## config.mk

```make
export PLATFORM = sky130hd
export DESIGN_NAME = fifo_sync_flags
export DESIGN_NICKNAME = d
export VERILOG_FILES = /design/src/rtl/fifo_pkg.sv /design/src/rtl/fifo_regfile.sv /design/src/rtl/fifo_sync_flags.sv
export SDC_FILE = /design/constraint.sdc
export NUM_CORES = 1
export LEC_CHECK = 0
export CAP_MARGIN = 20
export CORE_MARGIN = 5
export CORE_UTILIZATION = 50
export CTS_BUF_LIST = sky130_fd_sc_hd__clkbuf_8 sky130_fd_sc_hd__clkbuf_16
export DETAILED_ROUTE_END_ITERATION = 16
export PLACE_DENSITY = 0.76
export SYNTH_ARGS = -nofsm -noshare
export SYNTH_HDL_FRONTEND = slang
export SYNTH_HIERARCHICAL = 1
export SYNTH_SLANG_ARGS = --single-unit
```

## constraint.sdc

```tcl
create_clock -name clk -period 2.9 [get_ports clk]
set_input_delay 0.435 -clock clk [delete_from_list [all_inputs] [get_ports clk]]
set_output_delay 0.435 -clock clk [all_outputs]
set_load 0.05 [all_outputs]
```

## src/rtl/fifo_pkg.sv

```systemverilog
// Shared constants and helpers for the synchronous FIFO family.
package fifo_pkg;

    localparam int DEFAULT_DATA_WIDTH = 4;
    localparam int DEFAULT_ADDR_WIDTH = 3;

    localparam int MODE_STD  = 0;
    localparam int MODE_FWFT = 1;

    function automatic int fifo_depth(input int addr_width);
        return 1 << addr_width;
    endfunction

endpackage

```

## src/rtl/fifo_regfile.sv

```systemverilog
// FIFO storage: one synchronous write port, one asynchronous read port, no reset.
module fifo_regfile
    import fifo_pkg::*;
#(
    parameter int DATA_WIDTH = DEFAULT_DATA_WIDTH,
    parameter int ADDR_WIDTH = DEFAULT_ADDR_WIDTH
) (
    input  logic                  clk,
    input  logic                  we,
    input  logic [ADDR_WIDTH-1:0] waddr,
    input  logic [DATA_WIDTH-1:0] wdata,
    input  logic [ADDR_WIDTH-1:0] raddr,
    output logic [DATA_WIDTH-1:0] rdata
);

    localparam int DEPTH = fifo_depth(ADDR_WIDTH);

    logic [DATA_WIDTH-1:0] mem [DEPTH];

    always_ff @(posedge clk) begin
        if (we) begin
            mem[waddr] <= wdata;
        end
    end

    assign rdata = mem[raddr];

endmodule

```

## src/rtl/fifo_sync_flags.sv

```systemverilog
// Parametrised single-clock FIFO with occupancy, threshold flags, sticky
// error flags, synchronous flush and standard or first-word-fall-through reads.
module fifo_sync_flags
    import fifo_pkg::*;
#(
    parameter int DATA_WIDTH = DEFAULT_DATA_WIDTH,
    parameter int ADDR_WIDTH = DEFAULT_ADDR_WIDTH,
    parameter int FWFT       = MODE_STD,
    parameter int AF_LEVEL   = 6,
    parameter int AE_LEVEL   = 1
) (
    input  logic                  clk,
    input  logic                  rst_n,
    input  logic                  clr,
    input  logic                  wr_en,
    input  logic [DATA_WIDTH-1:0] wr_data,
    input  logic                  rd_en,
    output logic [DATA_WIDTH-1:0] rd_data,
    output logic                  full,
    output logic                  empty,
    output logic                  almost_full,
    output logic                  almost_empty,
    output logic [ADDR_WIDTH:0]   level,
    output logic                  overflow,
    output logic                  underflow
);

    localparam int DEPTH = fifo_depth(ADDR_WIDTH);
    localparam int PTR_W = ADDR_WIDTH + 1;

    if (ADDR_WIDTH < 1) begin : g_bad_addr_width
        $fatal(1, "fifo_sync_flags: ADDR_WIDTH must be at least 1");
    end
    if (AF_LEVEL < 1 || AF_LEVEL > DEPTH) begin : g_bad_af_level
        $fatal(1, "fifo_sync_flags: AF_LEVEL must lie in 1..DEPTH");
    end
    if (AE_LEVEL < 0 || AE_LEVEL > DEPTH - 1) begin : g_bad_ae_level
        $fatal(1, "fifo_sync_flags: AE_LEVEL must lie in 0..DEPTH-1");
    end
    if (FWFT != MODE_STD && FWFT != MODE_FWFT) begin : g_bad_mode
        $fatal(1, "fifo_sync_flags: FWFT must be MODE_STD or MODE_FWFT");
    end

    localparam logic [PTR_W-1:0] PTR_ONE = PTR_W'(1);
    localparam logic [PTR_W-1:0] AF_THR  = PTR_W'(AF_LEVEL);
    localparam logic [PTR_W-1:0] AE_THR  = PTR_W'(AE_LEVEL);

    logic [PTR_W-1:0]      wptr;
    logic [PTR_W-1:0]      rptr;
    logic [DATA_WIDTH-1:0] head;
    logic                  wr_acc;
    logic                  rd_acc;

    // Flags come straight from the registered pointers; the extra MSB
    // distinguishes a full wrap from an empty FIFO.
    assign empty        = (wptr == rptr);
    assign full         = (wptr[ADDR_WIDTH] != rptr[ADDR_WIDTH]) &&
                          (wptr[ADDR_WIDTH-1:0] == rptr[ADDR_WIDTH-1:0]);
    assign level        = wptr - rptr;
    assign almost_full  = (level >= AF_THR);
    assign almost_empty = (level <= AE_THR);

    // Full/empty are judged on the pre-edge state, so a same-cycle read never
    // frees a slot for the write.
    assign wr_acc = wr_en && !full  && !clr;
    assign rd_acc = rd_en && !empty && !clr;

    fifo_regfile #(
        .DATA_WIDTH (DATA_WIDTH),
        .ADDR_WIDTH (ADDR_WIDTH)
    ) u_regfile (
        .clk   (clk),
        .we    (wr_acc),
        .waddr (wptr[ADDR_WIDTH-1:0]),
        .wdata (wr_data),
        .raddr (rptr[ADDR_WIDTH-1:0]),
        .rdata (head)
    );

    always_ff @(posedge clk or negedge rst_n) begin
        if (!rst_n) begin
            wptr      <= '0;
            rptr      <= '0;
            overflow  <= 1'b0;
            underflow <= 1'b0;
        end else if (clr) begin
            wptr      <= '0;
            rptr      <= '0;
            overflow  <= 1'b0;
            underflow <= 1'b0;
        end else begin
            if (wr_acc) begin
                wptr <= wptr + PTR_ONE;
            end
            if (rd_acc) begin
                rptr <= rptr + PTR_ONE;
            end
            if (wr_en && full) begin
                overflow <= 1'b1;
            end
            if (rd_en && empty) begin
                underflow <= 1'b1;
            end
        end
    end

    if (FWFT == MODE_FWFT) begin : g_fwft
        assign rd_data = empty ? '0 : head;
    end else begin : g_std
        always_ff @(posedge clk or negedge rst_n) begin
            if (!rst_n) begin
                rd_data <= '0;
            end else if (clr) begin
                rd_data <= '0;
            end else if (rd_acc) begin
                rd_data <= head;
            end
        end
    end

endmodule

```

==> results of run 1 <==
-- flip-flops by register name, summed over array words and instances (netlist names) --
signal,flops
overflow,1
rd_data,4
rptr,4
u_regfile/mem,32
underflow,1
wptr,4
-- layout by cell type, fill, tap and decap left out, drive strengths merged --
cell type / netlist / routed
edfxtp: 32 / 32
nor2: 20 / 20
clkdlybuf4s50: 0 / 15
dfrtp: 14 / 14
nand2: 13 / 13
mux2: 10 / 10
buf: 2 / 9
mux4: 8 / 8
inv: 7 / 7
a21oi: 6 / 6
ha: 5 / 5
clkbuf: 3 / 5
nor2b: 4 / 4
mux2i: 4 / 4
nand2b: 3 / 3
and3: 2 / 2
xnor2: 2 / 2
o2111ai: 2 / 2
o31ai: 2 / 2
a31oi: 2 / 2
nand4: 2 / 2
dlymetal6s2s: 0 / 2
nor3: 2 / 2
a21boi: 2 / 2
clkinv: 0 / 2
nand3b: 1 / 1
xor2: 1 / 1
nand3: 1 / 1
o21ai: 1 / 1
o21a: 1 / 1
and2: 1 / 1
fa: 1 / 1
clkinvlp: 0 / 1
-- power groups by stage --
stage          combinational (mW)  clock (mW)  sequential [mW]
6_report                    0.554       0.374            0.748
3_3_place_gp                0.546           0            0.761
3_5_place_dp                0.554           0            0.762
4_1_cts                     0.556       0.383            0.748
2_1_floorplan               0.327           0            0.797
5_1_grt                     0.581       0.409            0.752
-- through the flow --
step                      std cells  cell area [um^2]  utilization, %  total power, mW
after floorplan                 154              2210               -             1.12
after global placement          227              2510            58.0             1.31
after detailed placement        227              2510            58.0             1.32
after CTS                       235              2590            59.9             1.69
after global routing            235              2600            60.0             1.74
final                           235              2600            60.0             1.68
-- critical path, cell delays in order, from the launching register on --
cell	delay, ns
dfrtp_1	0.52
inv_1	0.12
ha_1	0.24
fa_1	0.42
xnor2_2	0.22
nand2_1	0.07
o21ai_0	0.14
buf_12	0.19
-- worst max path at each step --
stage / startpoint / end / slack, ns / cells past startpoint
3_3_place_gp: rptr[1]$_DFFE_PN0P_ / u_regfile/mem[0][0]$_DFFE_PP_ / 0.46 / 7
3_5_place_dp: rptr[1]$_DFFE_PN0P_ / u_regfile/mem[0][3]$_DFFE_PP_ / 0.31 / 7
2_1_floorplan: wptr[0]$_DFFE_PN0P_ / almost_full / 0.12 / 6
5_1_grt: rptr[1]$_DFFE_PN0P_ / u_regfile/mem[0][2]$_DFFE_PP_ / 0.12 / 7
4_1_cts: rptr[1]$_DFFE_PN0P_ / full / 0.08 / 5
6_report: wptr[0]$_DFFE_PN0P_ / almost_full / 0.26 / 7
-- layer usage --
| layer | wire, um | global-route usage [%] | up-vias | share of wire (%) |
|---|---|---|---|---|
| li1 | - | - | 629 | - |
| met5 | 0 | 0 | - | 0 |
| met3 | 179 | 2.96 | 10 | 4.2 |
| met4 | 104 | 7.34 | 0 | 2.4 |
| met2 | 2210 | 25.0 | 29 | 52 |
| met1 | 1770 | 18.3 | 641 | 41 |
-- cell type report --
type	count	area (um^2)
fillers	345	1730
multi-input cells	96	841
clock buffers	5	68.8
inverters	7	26.3
well taps	52	65.1
repair buffers	26	268
clock inverters	3	16.3
flip-flops and latches	46	1310
-- logic make-up (layout without fill, tap and decap cells) --
group | count (synthesis) | after routing | share of synthesized area (%)
compound gates | 16 | 16 | 5.35
xor+xnor | 3 | 3 | 1.88
fa+ha+maj | 6 | 6 | 3.76
buf+inv | 12 | 41 | 2.45
flops | 46 | 46 | 59.6
mux | 22 | 22 | 16.8
simple gates | 49 | 49 | 10.1
==> results.sh, run 1 <==
export IMPL_status="finished clean"
export IMPL_path_max_fanout=9
export IMPL_yosys_warnings=6
export IMPL_wl_um=4260
export IMPL_reg2reg_setup_slack_ns=0.27
export IMPL_ys_top_cells_by_area="edfxtp_1, dfrtp_1, mux4_1, nor2_1, mux2_2"
export IMPL_relSlewSlack_pct=57.9
export IMPL_hp_class="reg2reg"
export IMPL_dp_slack_ns=0.312
export IMPL_synth_top_area_share_pct=43.7
export IMPL_r2r_start="rptr[1]$_DFFE_PN0P_"
export IMPL_r2r_end="u_regfile/mem[0][2]$_DFFE_PP_"
export IMPL_p_per_area_nw_per_um2=646
export IMPL_io_pins=23
export IMPL_p_sw_share_pct=33.7
export IMPL_synth_seq_cells=46
export IMPL_max_freq_ghz=0.378
export IMPL_setup_viol=0
export IMPL_drtIter0Drc=142
export IMPL_die_y_um=76.3
export IMPL_grt_first_pass_wirelength_um=6780
export IMPL_numClockSinks=46
export IMPL_num_vias=1309
export IMPL_ant_nets=0
export IMPL_pwr_share_seq_pct=44.6
export IMPL_rsz0062_at_grt="false"
export IMPL_wl_per_cell_um=18.1
export IMPL_n_antenna_cell=0
export IMPL_synth_area_leader_cell="edfxtp_1"
export IMPL_clockRootBuffer="clkbuf_8"
export IMPL_arrival_ns=2.21
export IMPL_drc_errors=0
export IMPL_cts_tree="yes"
export IMPL_antenna_found_initial=0
export IMPL_cts_resized=0
export IMPL_netlist_instances=154
export IMPL_switching_power_uw=564
export IMPL_tightest_slew_ns=0.630
export IMPL_min_from="overflow$_DFFE_PN0P_"
export IMPL_crit_path_end_kind="output pin"
export IMPL_p_clk_share_pct=22.3
export IMPL_setup_ws_ns=0.255
export IMPL_die_w_um=76.3
export IMPL_cts_hold_buffers=0
export IMPL_p_int_mw=1.11
export IMPL_startpoint_type="flop"
export IMPL_power_leakage_nw=1.02
export IMPL_clock_latency_ns=0.30
export IMPL_synth_seq_area_share_pct=59.6
export IMPL_min_path_cells=2
export IMPL_final_period_utilization_pct=91.2
export IMPL_dp_hpwl_um=3250
export IMPL_synthArstFlopShare_pct=30.4
export IMPL_final_nets=197
export IMPL_peakVddDrop_uv=349
export IMPL_synthDistinctLibCells=34
export IMPL_yosysMostFrequentCell="edfxtp_1"
export IMPL_rows=24
export IMPL_area_growth_pct=18.1
export IMPL_gp_congestion=0.871
export IMPL_synth_flop_cell="edfxtp_1"
export IMPL_combinationalPowerShare_pct=33.0
export IMPL_critPathKind="reg2out"
export IMPL_maxCapViolCount=0
export IMPL_vias_per_cell=5.57
export IMPL_numCtsBuffers=5
export IMPL_postCtsSetupBuffers=0
export IMPL_crit_required_ns=2.47
export IMPL_finalSetupTns_ns=0
export IMPL_fin_hold_ws_ns=0.506
export IMPL_drt_pass1_iter_count=4
export IMPL_clockBufferDepth=2
export IMPL_worstHoldEndpoint="overflow$_DFFE_PN0P_"
export IMPL_finClkSkew_ns=0.0113
export IMPL_hold_viol=0
export IMPL_grt_max_degree=17
export IMPL_drive_gt1_share_pct=15.8
export IMPL_h_tree_depth=2
export IMPL_grt_pass1_vias=1372
export IMPL_die_area_um2=5820
export IMPL_syn_num_nets=169
export IMPL_finalMaxSlewViolations=0
export IMPL_grt_usage_pct=14.9
export IMPL_synth_avg_cell_area_um2=14.3
export IMPL_rr_worst_depth=7
export IMPL_layout_min_cycle_time_ns=2.64
export IMPL_overflow=0
export IMPL_syn_cell_area_um2=2200
export IMPL_core_area_um2=4320
export IMPL_synth_edf_count=32
export IMPL_portBuffers=22
export IMPL_start_util_pct=50.8
export IMPL_synth_common_cells="edfxtp_1, nor2_1, dfrtp_1, nand2_1, mux4_1"
export IMPL_clkTransAtPathRegs_ns=0.09
No activity file was read; power rests on OpenSTA's default activity.
==> inputs of run 2 (changes only) <==
CELL_PAD_IN_SITES_DETAIL_PLACEMENT = 1   (was default)
CELL_PAD_IN_SITES_GLOBAL_PLACEMENT = 1   (was default)
CORE_UTILIZATION = 48   (was 50)
CTS_BUF_LIST = sky130_fd_sc_hd__clkbuf_4 sky130_fd_sc_hd__clkbuf_8   (was sky130_fd_sc_hd__clkbuf_8 sky130_fd_sc_hd__clkbuf_16)
PLACE_DENSITY = 0.85   (was 0.76)
==> run 2 against run 1 <==
Against the previous run:
- non-clock buffer count down 1
- wire length grew 16%
- via count increased by 3.6%
- flip-flop and latch count unchanged
- hold slack better by 0.0050 ns
- sequential share of layout area unchanged
- die area is 3.6% higher
- total power rose by 2.9%
- combinational power grew 1%
- first-iteration DRC count decreased by 30%
- register-to-register slack lost 0.09 ns
- largest power group unchanged
==> results.sh, run 2 (same netlist as run 1, synthesis figures left out) <==
export IMPL_status="finished clean"
export IMPL_critPathKind="reg2out"
export IMPL_clock_latency_ns=0.30
export IMPL_die_w_um=77.7
export IMPL_n_fill_cell=421
export IMPL_reg2reg_setup_slack_ns=0.18
export IMPL_drive_gt1_share_pct=15.9
export IMPL_core_area_um2=4380
export IMPL_overflow=0
export IMPL_clockRootBuffer="clkbuf_8"
export IMPL_largest_reg_flops=32
export IMPL_final_nets=196
export IMPL_crit_required_ns=2.47
export IMPL_layout_commonest_cell="edfxtp_1"
export IMPL_io_pins=23
export IMPL_final_seq_area_um2=1310
export IMPL_start_util_pct=50.1
export IMPL_ant_nets=0
export IMPL_die_y_um=77.7
export IMPL_dp_hpwl_um=3610
export IMPL_grt_first_pass_wirelength_um=8030
export IMPL_grt_pass1_vias=1485
export IMPL_multi_input_area_um2=841
export IMPL_setup_viol=0
export IMPL_vias_per_cell=5.79
export IMPL_finalMaxSlewViolations=0
export IMPL_cts_tree="yes"
export IMPL_layout_common_cells="edfxtp_1, nor2_1, clkdlybuf4s50_1"
export IMPL_grt_usage_pct=17.5
export IMPL_wl_um=4950
export IMPL_relSlewSlack_pct=53.1
export IMPL_clockBufferDepth=2
export IMPL_postCtsSetupBuffers=0
export IMPL_area_growth_pct=18.1
export IMPL_drt_pass1_iter_count=4
export IMPL_rsz0062_at_grt="false"
export IMPL_numCtsBuffers=5
export IMPL_antenna_found_initial=0
export IMPL_p_per_area_nw_per_um2=664
export IMPL_peakVddDrop_uv=366
export IMPL_n_antenna_cell=0
export IMPL_startpoint_type="flop"
export IMPL_layout_min_cycle_time_ns=2.74
export IMPL_critPathSlowestCell="dfrtp_1"
export IMPL_crit_path_end_kind="output pin"
export IMPL_maxCapViolCount=0
export IMPL_portBuffers=22
export IMPL_power_leakage_nw=1.00
export IMPL_grt_max_degree=18
export IMPL_numClockSinks=46
export IMPL_tightest_slew_ns=0.702
export IMPL_path_max_fanout=9
export IMPL_rows=24
export IMPL_hp_class="reg2reg"
export IMPL_drtIter0Drc=99
export IMPL_slowest_delay_ns=0.52
export IMPL_die_area_um2=6030
export IMPL_cts_hold_buffers=0
export IMPL_clkTransAtPathRegs_ns=0.09
export IMPL_final_period_utilization_pct=94.6
export IMPL_worstPathCellList="inv_1 -> ha_1 -> fa_1 -> xnor2_2 -> nand2_1 -> o21ai_0 -> buf_12"
export IMPL_wl_per_cell_um=21.2
export IMPL_largest_register="u_regfile/mem"
export IMPL_finalSetupTns_ns=0
export IMPL_critPathBufInv=2
export IMPL_gp_congestion=0.916
export IMPL_h_tree_depth=2
export IMPL_arrival_ns=2.31
export IMPL_layoutNonFillerInstCount=234
export IMPL_drc_errors=0
export IMPL_finClkSkew_ns=0.00847
export IMPL_num_vias=1356
export IMPL_placed_cells_incl_taps=226
export IMPL_max_freq_ghz=0.365
export IMPL_hold_viol=0
export IMPL_critPathTopFamily="adder cells"
[run 2: changes by cell type in the layout (fill, tap and decap cells not counted)]
cell / previous run / this run
clkinv_1: 1 / 0
inv_6: 0 / 1
buf_4: 7 / 6
clkinv_2: 1 / 0
dlymetal6s2s_1: 2 / 1
dlygate4sd2_1: 0 / 1
inv_8: 0 / 1
[run 2: report_power, final]
| part | switching [mW] | total, mW | internal, mW | leakage, nW |
|---|---|---|---|---|
| clock network | 0.236 | 0.414 | 0.179 | 0.0467 |
| logic | 0.342 | 0.562 | 0.220 | 0.476 |
| registers | 0.0213 | 0.749 | 0.727 | 0.480 |
[run 2: per-stage QoR]
| stage | hold slack, ns | worst slack (ns) | utilization, % | area, um^2 | total power, mW |
|---|---|---|---|---|---|
| 2_1_floorplan | 0.139 | 0.117 | - | 2210 | 1.12 |
| 3_3_place_gp | 0.478 | 0.465 | 57.0 | 2500 | 1.30 |
| 3_5_place_dp | 0.501 | 0.238 | 57.0 | 2500 | 1.32 |
| 4_1_cts | 0.523 | 0.0519 | 59.2 | 2590 | 1.74 |
| 5_1_grt | 0.553 | 0.0334 | 59.2 | 2600 | 1.81 |
| 6_report | 0.511 | 0.157 | 59.2 | 2600 | 1.72 |
[run 2: cell type report]
type / instances / area share [%]
clock buffer: 5 / 2.65
tap: 52 / 2.51
sequential: 46 / 50.5
multi-input combinational: 96 / 32.4
timing repair buffer: 25 / 9.88
inverter: 7 / 1.01
clock inverter: 3 / 1.06
[run 2: worst paths after layout]
kind / depth (start not counted) / startpoint / end
worst min register to register: 2 / overflow$_DFFE_PN0P_ / overflow$_DFFE_PN0P_
worst max-delay path: 7 / wptr[0]$_DFFE_PN0P_ / almost_full
max in group asynchronous: 1 / rst_n / wptr[2]$_DFFE_PN0P_
worst max register to register: 7 / rptr[1]$_DFFE_PN0P_ / u_regfile/mem[4][3]$_DFFE_PP_
worst min-delay path: 2 / overflow$_DFFE_PN0P_ / overflow$_DFFE_PN0P_
min in group asynchronous: 1 / rst_n / rptr[2]$_DFFE_PN0P_
[run 2: metal layers]
metal / vias to the layer above / wire length [um] / global-route usage, %
met4: 0 / 112 / 7.04
met3: 8 / 163 / 4.86
met1: 687 / 2020 / 20.6
met5: - / 0 / 0
li1: 628 / - / -
met2: 33 / 2660 / 30.1
[run 2: tightest hold or removal path, delay by kind of cell, from the launching register on]
kind / cells / cell delay [ns]
simple gates: 1 / 0.08
flops: 1 / 0.36
compound gates: 1 / 0.04
[run 2: timing repair]
action                     CTS  global route
pin swaps                    0             0
setup endpoints to repair    1             1
gates cloned                 0             0
gates resized for setup      1             1
==> inputs of run 3 (changes only) <==
clock period = 2.6 ns   (was 2.9 ns; I/O delays follow)
==> run 3 against run 2 <==
Against the previous run:
- global-route usage is 0.77 points higher
- die area stayed put
- flip-flop and latch count stayed put
- cell count is 6.0% higher
- core utilization is 4.4 points higher
- wire length is 6.9% higher
- clock power is 29% higher
- critical path depth stayed put
- non-clock buffer count is 14 higher
- clock-buffer cell count is 1 higher
- combinational power is 30% higher
- total power is 21% higher
==> results.sh, run 3 (same netlist as run 1, synthesis figures left out) <==
export IMPL_layout_common_cells="edfxtp_1, nor2_1, buf_4"
export IMPL_critPathKind="reg2out"
export IMPL_cts_tree="yes"
export IMPL_slowest_delay_ns=0.45
export IMPL_wl_per_cell_um=21.4
export IMPL_path_max_fanout=3
export IMPL_startpoint_type="flop"
export IMPL_reg2reg_setup_slack_ns=0.23
export IMPL_rr_worst_depth=7
export IMPL_tightest_slew_ns=0.637
export IMPL_hp_class="in2async"
export IMPL_status="finished clean"
export IMPL_finalMaxSlewViolations=0
export IMPL_core_area_um2=4380
export IMPL_layoutNonFillerInstCount=248
export IMPL_maxCapViolCount=0
export IMPL_r2r_start="wptr[1]$_DFFE_PN0P_"
export IMPL_start_util_pct=50.1
export IMPL_drt_pass1_iter_count=4
export IMPL_finalSetupTns_ns=0
export IMPL_grt_first_pass_wirelength_um=8410
export IMPL_clkTransAtPathRegs_ns=0.09
export IMPL_crit_required_ns=2.21
export IMPL_power_leakage_nw=1.09
export IMPL_finClkSkew_ns=0.0115
export IMPL_p_per_area_nw_per_um2=750
export IMPL_num_vias=1419
export IMPL_overflow=0
export IMPL_die_y_um=77.7
export IMPL_dp_hpwl_um=3800
export IMPL_hold_viol=0
export IMPL_clockBufferDepth=2
export IMPL_wl_um=5300
export IMPL_largest_reg_flops=32
export IMPL_relSlewSlack_pct=57.4
export IMPL_h_tree_depth=2
export IMPL_numClockSinks=46
export IMPL_clockRootBuffer="clkbuf_8"
export IMPL_peakVddDrop_uv=453
export IMPL_n_fill_cell=427
export IMPL_grt_max_degree=17
export IMPL_grt_usage_pct=18.3
export IMPL_largest_register="u_regfile/mem"
export IMPL_die_w_um=77.7
export IMPL_rsz0062_at_grt="false"
export IMPL_clock_latency_ns=0.29
export IMPL_drive_gt1_share_pct=24.0
export IMPL_layout_commonest_cell="edfxtp_1"
export IMPL_max_freq_ghz=0.407
export IMPL_io_pins=23
export IMPL_die_area_um2=6030
export IMPL_drc_errors=0
export IMPL_drtIter0Drc=81
export IMPL_n_antenna_cell=0
export IMPL_critPathSlowestCell="fa_1"
export IMPL_layout_min_cycle_time_ns=2.46
export IMPL_gp_congestion=0.794
export IMPL_rows=24
export IMPL_numCtsBuffers=5
export IMPL_final_nets=210
export IMPL_ant_nets=0
export IMPL_worstPathCellList="inv_1 -> ha_1 -> fa_1 -> xnor2_4 -> nand2_1 -> o21ai_1 -> buf_12"
export IMPL_crit_path_end_kind="output pin"
export IMPL_grt_pass1_vias=1541
export IMPL_setup_viol=0
export IMPL_portBuffers=22
export IMPL_vias_per_cell=5.72
export IMPL_area_growth_pct=26.9
export IMPL_antenna_found_initial=0
export IMPL_arrival_ns=2.07
export IMPL_placed_cells_incl_taps=238
export IMPL_r2r_end="u_regfile/mem[4][1]$_DFFE_PP_"
export IMPL_final_period_utilization_pct=94.5
==> run 3: cell types whose count changed in the layout (fill, tap and decap cells not counted), sizes merged <==
cell	previous run	this run
clkbuf	5	6
buf	8	24
dlygate4sd2	1	0
inv	9	7
bufinv	0	1
dlymetal6s2s	1	0
==> run 3: final cells by class <==
class | count | area [um^2] | area share, %
Sequential cell | 46 | 1310 | 47.1
Multi-Input combinational cell | 96 | 852 | 30.6
Timing Repair Buffer | 39 | 418 | 15.0
Clock buffer | 6 | 76.3 | 2.74
Tap cell | 52 | 65.1 | 2.33
Clock inverter | 2 | 37.5 | 1.35
Inverter | 7 | 26.3 | 0.942
==> run 3: power by group <==
group / switching, mW / internal (mW) / leakage, nW / total [mW]
registers: 0.0175 / 0.812 / 0.477 / 0.829
logic: 0.413 / 0.317 / 0.558 / 0.730
clock network: 0.236 / 0.297 / 0.0548 / 0.533
==> run 3: worst max path at each step <==
stage / startpoint / end / slack, ns / depth (start not counted)
after floorplan: wptr[0]$_DFFE_PN0P_ / almost_full / 0.03 / 6
after global placement: wptr[0]$_DFFE_PN0P_ / almost_full / 0.40 / 7
after detailed placement: wptr[0]$_DFFE_PN0P_ / almost_full / 0.30 / 7
after CTS: wptr[0]$_DFFE_PN0P_ / almost_full / 0.007 / 7
after global routing: wptr[0]$_DFFE_PN0P_ / almost_full / 0.03 / 7
final: wptr[0]$_DFFE_PN0P_ / almost_full / 0.14 / 7
==> run 3: critical path, delay by kind of cell (launching register included) <==
kind                     cells  cell delay, ns
XOR/XNOR                     1            0.25
adder cells (fa/ha/maj)      2            0.67
AO/OA/AOI/OAI                1            0.15
flip-flops                   1            0.39
buffers and inverters        2            0.24
AND/OR/NAND/NOR              1            0.08
==> run 3: stage by stage <==
step / worst slack (ns) / power [mW] / hold slack (ns) / cell area (um^2) / util [%]
6_report: 0.142 / 2.09 / 0.482 / 2790 / 63.6
5_1_grt: 0.0281 / 2.18 / 0.530 / 2790 / 63.6
4_1_cts: 0.00707 / 2.11 / 0.503 / 2770 / 63.2
3_5_place_dp: 0.302 / 1.57 / 0.508 / 2660 / 60.6
3_3_place_gp: 0.405 / 1.54 / 0.479 / 2660 / 60.6
2_1_floorplan: 0.0305 / 1.26 / 0.0944 / 2220 / -
==> run 3: per-layer routing <==
metal / global-route usage, % / vias up / share of wire (%)
met5: 0 / - / 0
met4: 4.81 / 0 / 1.2
met3: 3.82 / 6 / 3.1
met2: 32.7 / 29 / 55
met1: 22.3 / 731 / 41
li1: - / 653 / -
==> run 3: repair_timing <==
item | CTS | global route
pin swaps | 0 | 0
setup buffers | 0 | 2
setup endpoints to repair | 2 | 2
hold buffers | 0 | 0
gates cloned | 0 | 0
resized for setup | 1 | 1
